<file path="src/rtl/cpu_pkg.sv">
// Shared CPU front-end definitions: datapath width, NOP encoding and the
// {pc, instr} record that travels from fetch through decode.
package cpu_pkg;

  localparam int unsigned XLEN = 32;

  localparam logic [XLEN-1:0] NOP = 32'h0000_0013;

  typedef struct packed {
    logic [XLEN-1:0] pc;
    logic [XLEN-1:0] instr;
  } fetch_entry_t;

endpackage : cpu_pkg

</file>
<file path="src/rtl/fetch_queue_if.sv">
// Fetch-to-decode handshake bundle: enqueue side from fetch, dequeue side to decode.
interface fetch_queue_if #(
  parameter int unsigned XLEN = cpu_pkg::XLEN
);

  logic            enq_valid;
  logic            enq_ready;
  logic [XLEN-1:0] enq_pc;
  logic [XLEN-1:0] enq_instr;

  logic            deq_valid;
  logic            deq_ready;
  logic [XLEN-1:0] deq_pc;
  logic [XLEN-1:0] deq_instr;

  // The queue itself.
  modport slave (
    input  enq_valid, enq_pc, enq_instr, deq_ready,
    output enq_ready, deq_valid, deq_pc, deq_instr
  );

  // The pipeline around the queue (fetch drives, decode consumes).
  modport master (
    output enq_valid, enq_pc, enq_instr, deq_ready,
    input  enq_ready, deq_valid, deq_pc, deq_instr
  );

endinterface : fetch_queue_if

</file>
<file path="src/rtl/fq_storage.sv">
// Entry array for the fetch queue: one synchronous write port at the tail,
// one asynchronous read port at the head.
module fq_storage #(
  parameter int unsigned DEPTH = 8,
  parameter int unsigned WIDTH = 64,
  localparam int unsigned PW   = $clog2(DEPTH)
) (
  input  logic             clk,
  input  logic             wr_en_i,
  input  logic [PW-1:0]    wr_addr_i,
  input  logic [WIDTH-1:0] wr_data_i,
  input  logic [PW-1:0]    rd_addr_i,
  output logic [WIDTH-1:0] rd_data_o
);

  logic [WIDTH-1:0] mem_q [DEPTH];

  // NOTE: the array has no reset; validity is tracked by the control logic, so
  // resetting storage would only cost flops and reset routing.
  always_ff @(posedge clk) begin
    if (wr_en_i) begin
      mem_q[wr_addr_i] <= wr_data_i;
    end
  end

  assign rd_data_o = mem_q[rd_addr_i];

endmodule : fq_storage

</file>
<file path="src/rtl/fetch_queue.sv">
// Decoupling FIFO between fetch and decode/rename, with single-cycle flush on
// redirect. Occupancy is counted explicitly; pointers wrap naturally.
module fetch_queue
  import cpu_pkg::*;
#(
  parameter int unsigned DEPTH = 8,
  parameter int unsigned XLEN  = cpu_pkg::XLEN,
  localparam int unsigned PW   = $clog2(DEPTH),
  localparam int unsigned CW   = $clog2(DEPTH) + 1
) (
  input  logic            clk,
  input  logic            rst_n,
  input  logic            flush,
  output logic [CW-1:0]   count,
  fetch_queue_if.slave    bus
);

  localparam logic [CW-1:0] FULL_COUNT = CW'(DEPTH);

  logic [PW-1:0]     head_q, head_d;
  logic [PW-1:0]     tail_q, tail_d;
  logic [CW-1:0]     count_q, count_d;
  logic              enq_fire, deq_fire;
  logic              wr_en;
  logic [2*XLEN-1:0] wr_data;
  logic [2*XLEN-1:0] rd_data;

  assign bus.enq_ready = (count_q != FULL_COUNT);
  assign bus.deq_valid = (count_q != '0);
  assign enq_fire      = bus.enq_valid && bus.enq_ready;
  assign deq_fire      = bus.deq_valid && bus.deq_ready;

  // A handshake coinciding with flush must not leave an entry behind.
  assign wr_en   = enq_fire && !flush;
  assign wr_data = {bus.enq_pc, bus.enq_instr};

  // NOTE: every variable written here gets a default first, so no path through
  // the block can leave one unassigned and infer a latch.
  always_comb begin
    head_d  = head_q;
    tail_d  = tail_q;
    count_d = count_q;
    if (flush) begin
      head_d  = '0;
      tail_d  = '0;
      count_d = '0;
    end else begin
      if (enq_fire) tail_d = tail_q + PW'(1);
      if (deq_fire) head_d = head_q + PW'(1);
      unique case ({enq_fire, deq_fire})
        2'b10:   count_d = count_q + CW'(1);
        2'b01:   count_d = count_q - CW'(1);
        default: count_d = count_q;
      endcase
    end
  end

  // NOTE: sequential state uses non-blocking assignments so every flop samples
  // the pre-edge values regardless of statement order.
  always_ff @(posedge clk or negedge rst_n) begin
    if (!rst_n) begin
      head_q  <= '0;
      tail_q  <= '0;
      count_q <= '0;
    end else begin
      head_q  <= head_d;
      tail_q  <= tail_d;
      count_q <= count_d;
    end
  end

  fq_storage #(
    .DEPTH (DEPTH),
    .WIDTH (2 * XLEN)
  ) u_storage (
    .clk       (clk),
    .wr_en_i   (wr_en),
    .wr_addr_i (tail_q),
    .wr_data_i (wr_data),
    .rd_addr_i (head_q),
    .rd_data_o (rd_data)
  );

  // Zero the outputs when empty so decode never sees stale array contents.
  assign bus.deq_pc    = bus.deq_valid ? rd_data[2*XLEN-1:XLEN] : '0;
  assign bus.deq_instr = bus.deq_valid ? rd_data[XLEN-1:0]      : '0;
  assign count         = count_q;

endmodule : fetch_queue

</file>
<file path="src/flat_wrapper.sv">
// flat-port wrapper written by rule: the top's interface ports become plain ports
module fetch_queue_flat import cpu_pkg::*;
#(
  parameter int unsigned DEPTH = 8,
  parameter int unsigned XLEN  = cpu_pkg::XLEN,
  localparam int unsigned PW   = $clog2(DEPTH),
  localparam int unsigned CW   = $clog2(DEPTH) + 1
)
  (clk, rst_n, flush, count, bus_enq_valid, bus_enq_pc, bus_enq_instr, bus_deq_ready, bus_enq_ready, bus_deq_valid, bus_deq_pc, bus_deq_instr);
  fetch_queue_if #(.XLEN(XLEN)) bus_i ();
  input  logic clk;
  input  logic rst_n;
  input  logic flush;
  output logic [CW-1:0] count;
  input wire logic [$bits(bus_i.enq_valid)-1:0] bus_enq_valid;
  input wire logic [$bits(bus_i.enq_pc)-1:0] bus_enq_pc;
  input wire logic [$bits(bus_i.enq_instr)-1:0] bus_enq_instr;
  input wire logic [$bits(bus_i.deq_ready)-1:0] bus_deq_ready;
  output wire logic [$bits(bus_i.enq_ready)-1:0] bus_enq_ready;
  output wire logic [$bits(bus_i.deq_valid)-1:0] bus_deq_valid;
  output wire logic [$bits(bus_i.deq_pc)-1:0] bus_deq_pc;
  output wire logic [$bits(bus_i.deq_instr)-1:0] bus_deq_instr;
  assign bus_i.enq_valid = bus_enq_valid;
  assign bus_i.enq_pc = bus_enq_pc;
  assign bus_i.enq_instr = bus_enq_instr;
  assign bus_i.deq_ready = bus_deq_ready;
  assign bus_enq_ready = bus_i.enq_ready;
  assign bus_deq_valid = bus_i.deq_valid;
  assign bus_deq_pc = bus_i.deq_pc;
  assign bus_deq_instr = bus_i.deq_instr;
  fetch_queue #(.DEPTH(DEPTH), .XLEN(XLEN)) u_core (.clk(clk), .rst_n(rst_n), .flush(flush), .count(count), .bus(bus_i));
endmodule
</file>
<file path="config.mk">
export PLATFORM = sky130hd
export DESIGN_NAME = fetch_queue_flat
export DESIGN_NICKNAME = d
export VERILOG_FILES = /design/src/rtl/cpu_pkg.sv /design/src/rtl/fetch_queue_if.sv /design/src/rtl/fq_storage.sv /design/src/rtl/fetch_queue.sv /design/src/flat_wrapper.sv
export SDC_FILE = /design/constraint.sdc
export NUM_CORES = 1
export LEC_CHECK = 0
export CAP_MARGIN = 20
export CORE_AREA = 2 2 266 268
export CTS_BUF_LIST = sky130_fd_sc_hd__clkbuf_16
export CTS_CLUSTER_DIAMETER = 200
export DETAILED_ROUTE_END_ITERATION = 8
export DIE_AREA = 0 0 268 270
export SYNTH_ARGS = -nofsm -noshare
export SYNTH_HDL_FRONTEND = slang
export SYNTH_SLANG_ARGS = --single-unit
export TNS_END_PERCENT = 30
</file>
<file path="constraint.sdc">
create_clock -name clk -period 5.53 [get_ports clk]
set_input_delay 1.106 -clock clk [delete_from_list [all_inputs] [get_ports clk]]
set_output_delay 1.106 -clock clk [all_outputs]
set_load 0.01 [all_outputs]
</file>
==> qor.yml <==
run_status:
  status: "completed"
clocking:
  clock-sinks: 522
  clk_pin_slew_ns: 0.06
  clock-root-buffer: "clkbuf_16"
  holdBufCountCts: 0
  cts.htree.levels: 2
  clock_latency_ns: 0.59
  numCtsBuffers: 54
  clockBufferDepth: 3
  cts_resized: 0
  cts_tree: "done"
  cts_setup_buffers: 0
power_and_ir_drop:
  ir_worst_vdd_v: 0.0002201
  leakage_nw: 7.386
  cellPowerDensity_mw_per_mm2: 442.9
setup_path:
  cp-end-kind: "output port"
  crit_slowest_cell: "dfrtp_4"
  max_stage_delay_ns: 0.78
  cp_cell_sequence: "buf_4, mux4_2, mux2i_1, nor2_1, clkdlybuf4s50_1"
  crit_required_ns: 4.42
  crit_buf_inv: 2
  worstPathMaxFanout: 25
  cp-start-kind: "register"
  arrival_ns: 3.26
  crit_family: "buffers and inverters"
  path_class: "reg -> out"
die:
  die_w_um: 268
  start_util: 0.2879
  die_area_sq_mm: 0.07236
  rows: 97
  boundaryPins: 139
  die_height_um: 270
  design.core.area_sq_mm: 0.06954
timing:
  rsz0062_at_grt: "no"
  clock.fmax_mhz: 229.1
  finalHoldViolCount: 0
  fin_crit_ns: 4.364
  period_share: 0.7892
  worst_pin_slew_ns: 1.072
  clock-skew-final_ns: 0.01398
  maxSlewHeadroom: 0.2855
  setup_tns_ns: 0
  setup_viol: 0
  final-max-slew-violation-count: 0
  postLayoutSetupSlackWorst_ns: 1.166
hold_path:
  worstHoldPathType: "reg -> reg"
yosys:
  ys.warnings.count: 0
  synth_nets: 964
  avgSynthCellArea_sq_um: 22.47
  synth_area_sq_mm: 0.02002
  syn_inst: 891
  synth_top_area_frac: 0.7679
  synth_cell_types: 33
  synth.area.top_cells: "edfxtp_1, mux4_2, mux2i_1"
  yosys.area.top_type: "edfxtp_1"
  yosys_register_bits: 522
  ys_seq_area_frac: 0.7804
layout:
  multi_input_area_sq_mm: 0.004249
  fill_cells: 6380
  fin_cells: 2047
  area_growth_syn_to_layout_pct: 22.07
  post-route-util: 0.3515
  layout_commonest_cell: "edfxtp_1"
  fin_nets: 1140
  mostFrequentLayoutCells: "edfxtp_1, clkdlybuf4s50_1, mux4_2, nor2_1, mux2i_1"
  regArea_sq_mm: 0.01564
  drive_above_1_share: 0.2215
global_route:
  gr-total-overflow: 0
  grt_max_degree: 68
  grt_pass1_wl_um: 64230
  grt_pass1_vias: 10023
  antenna_found_initial: 5
  grtUsageTotal: 0.1195
placement:
  portBuffers: 138
  pre_cts_ws_ns: 1.627
  gp_congestion: 0.7088
  dpl.hpwl_um: 23670
  dp.cells: 1950
route:
  drtIter0Drc: 504
  avgRoutedWirePerCell_um: 21.14
  route.detailed.drc: 0
  drt-total-wl_um: 43270
  final_antenna_net_count: 0
  firstDrtPassIters: 4
  vias: 9253
  via_per_inst: 4.520
flow_run:
  cap_violations: 0
report_power, final:
part           total, W  internal [W]  switching [W]
registers       0.00462       0.00449       0.000131
logic           0.00266       0.00139        0.00127
clock network   0.00354       0.00208        0.00147
final cells by class:
type                    instances  share of cell area
inverters                       2           0.0003072
multi-input cells             320              0.1739
flip-flops and latches        522              0.6398
repair buffers                167             0.06696
clock buffers                  57             0.05836
clock inverters                38             0.01254
diodes                          1           0.0001024
well taps                     940             0.04812
synthesized netlist by cell type:
library cell and number:
a211o_1 1, a211oi_1 2, a21oi_1 4, a31oi_1 1, and3_1 1, and3b_1 2
buf_1 11, buf_2 13, buf_6 2, clkbuf_1 21, dfrtp_1 10, edfxtp_1 512
ha_1 4, inv_1 2, mux2i_1 66, mux4_2 128, nand2_1 6, nand2b_1 3
nand3_1 3, nand3b_1 1, nor2_1 78, nor3_1 4, nor4_1 1, o21a_1 1
o21ai_0 2, o311a_1 1, o31a_2 1, o31ai_1 1, o41ai_2 1, or4_1 1
or4b_2 1, xnor2_1 2, xor2_1 4
cells by family after synthesis:
group	count (synthesis)	synth area share
adder cells (fa/ha/maj)	4	0.002500
flip-flops	522	0.7804
buffers and inverters	49	0.01075
AO/OA/AOI/OAI	15	0.005562
multiplexers	194	0.1770
XOR/XNOR	6	0.002625
AND/OR/NAND/NOR	101	0.02119
worst paths after layout:
| check | cells past startpoint | slack (ns) | endpoint | from |
|---|---|---|---|---|
| min in group asynchronous | 1 | 0.85 | u_core.count[2] | rst_n |
| max | 5 | 1.17 | bus_deq_pc[6] | u_core.head_q[0] |
| min reg2reg | 2 | 0.59 | u_core.tail_q[1] | u_core.tail_q[1] |
| max reg2reg | 5 | 2.81 | u_core.u_storage.mem_q[4][17] | u_core.count[0] |
| min | 2 | 0.59 | u_core.tail_q[1] | u_core.tail_q[1] |
| max in group asynchronous | 1 | 4.29 | u_core.head_q[0] | rst_n |
registers in the layout (all words and copies together) (netlist names):
signal,cells
u_core.u_storage.mem_q,512
u_core.count,4
u_core.head_q,3
u_core.tail_q,3
worst reg2reg max path: stages (launching register included):
cell and delay, ns:
dfrtp_1 0.51, or4b_2 0.82, and3b_1 0.25, nand2b_1 0.33, nor2_4 0.07, buf_4 0.34
metrics by stage:
stage / area [sq um] / hold WS (ns) / power [W]
after floorplan: 20030 / 0.5329 / 0.006216
after global placement: 22690 / 0.5490 / 0.007440
after detailed placement: 22690 / 0.5671 / 0.007457
after CTS: 24420 / 0.5790 / 0.01103
after global routing: 24440 / 0.6136 / 0.01133
final: 24440 / 0.5950 / 0.01083
routing by layer:
metal  up-vias  track usage  share of wire
met3        70      0.02507          0.048
met4         8      0.03514          0.020
met2       178       0.2059           0.50
met1      4937       0.1510           0.43
li1       4060            -              -
met5         -            0         0.0013
Power figures use the tool's default switching activity.
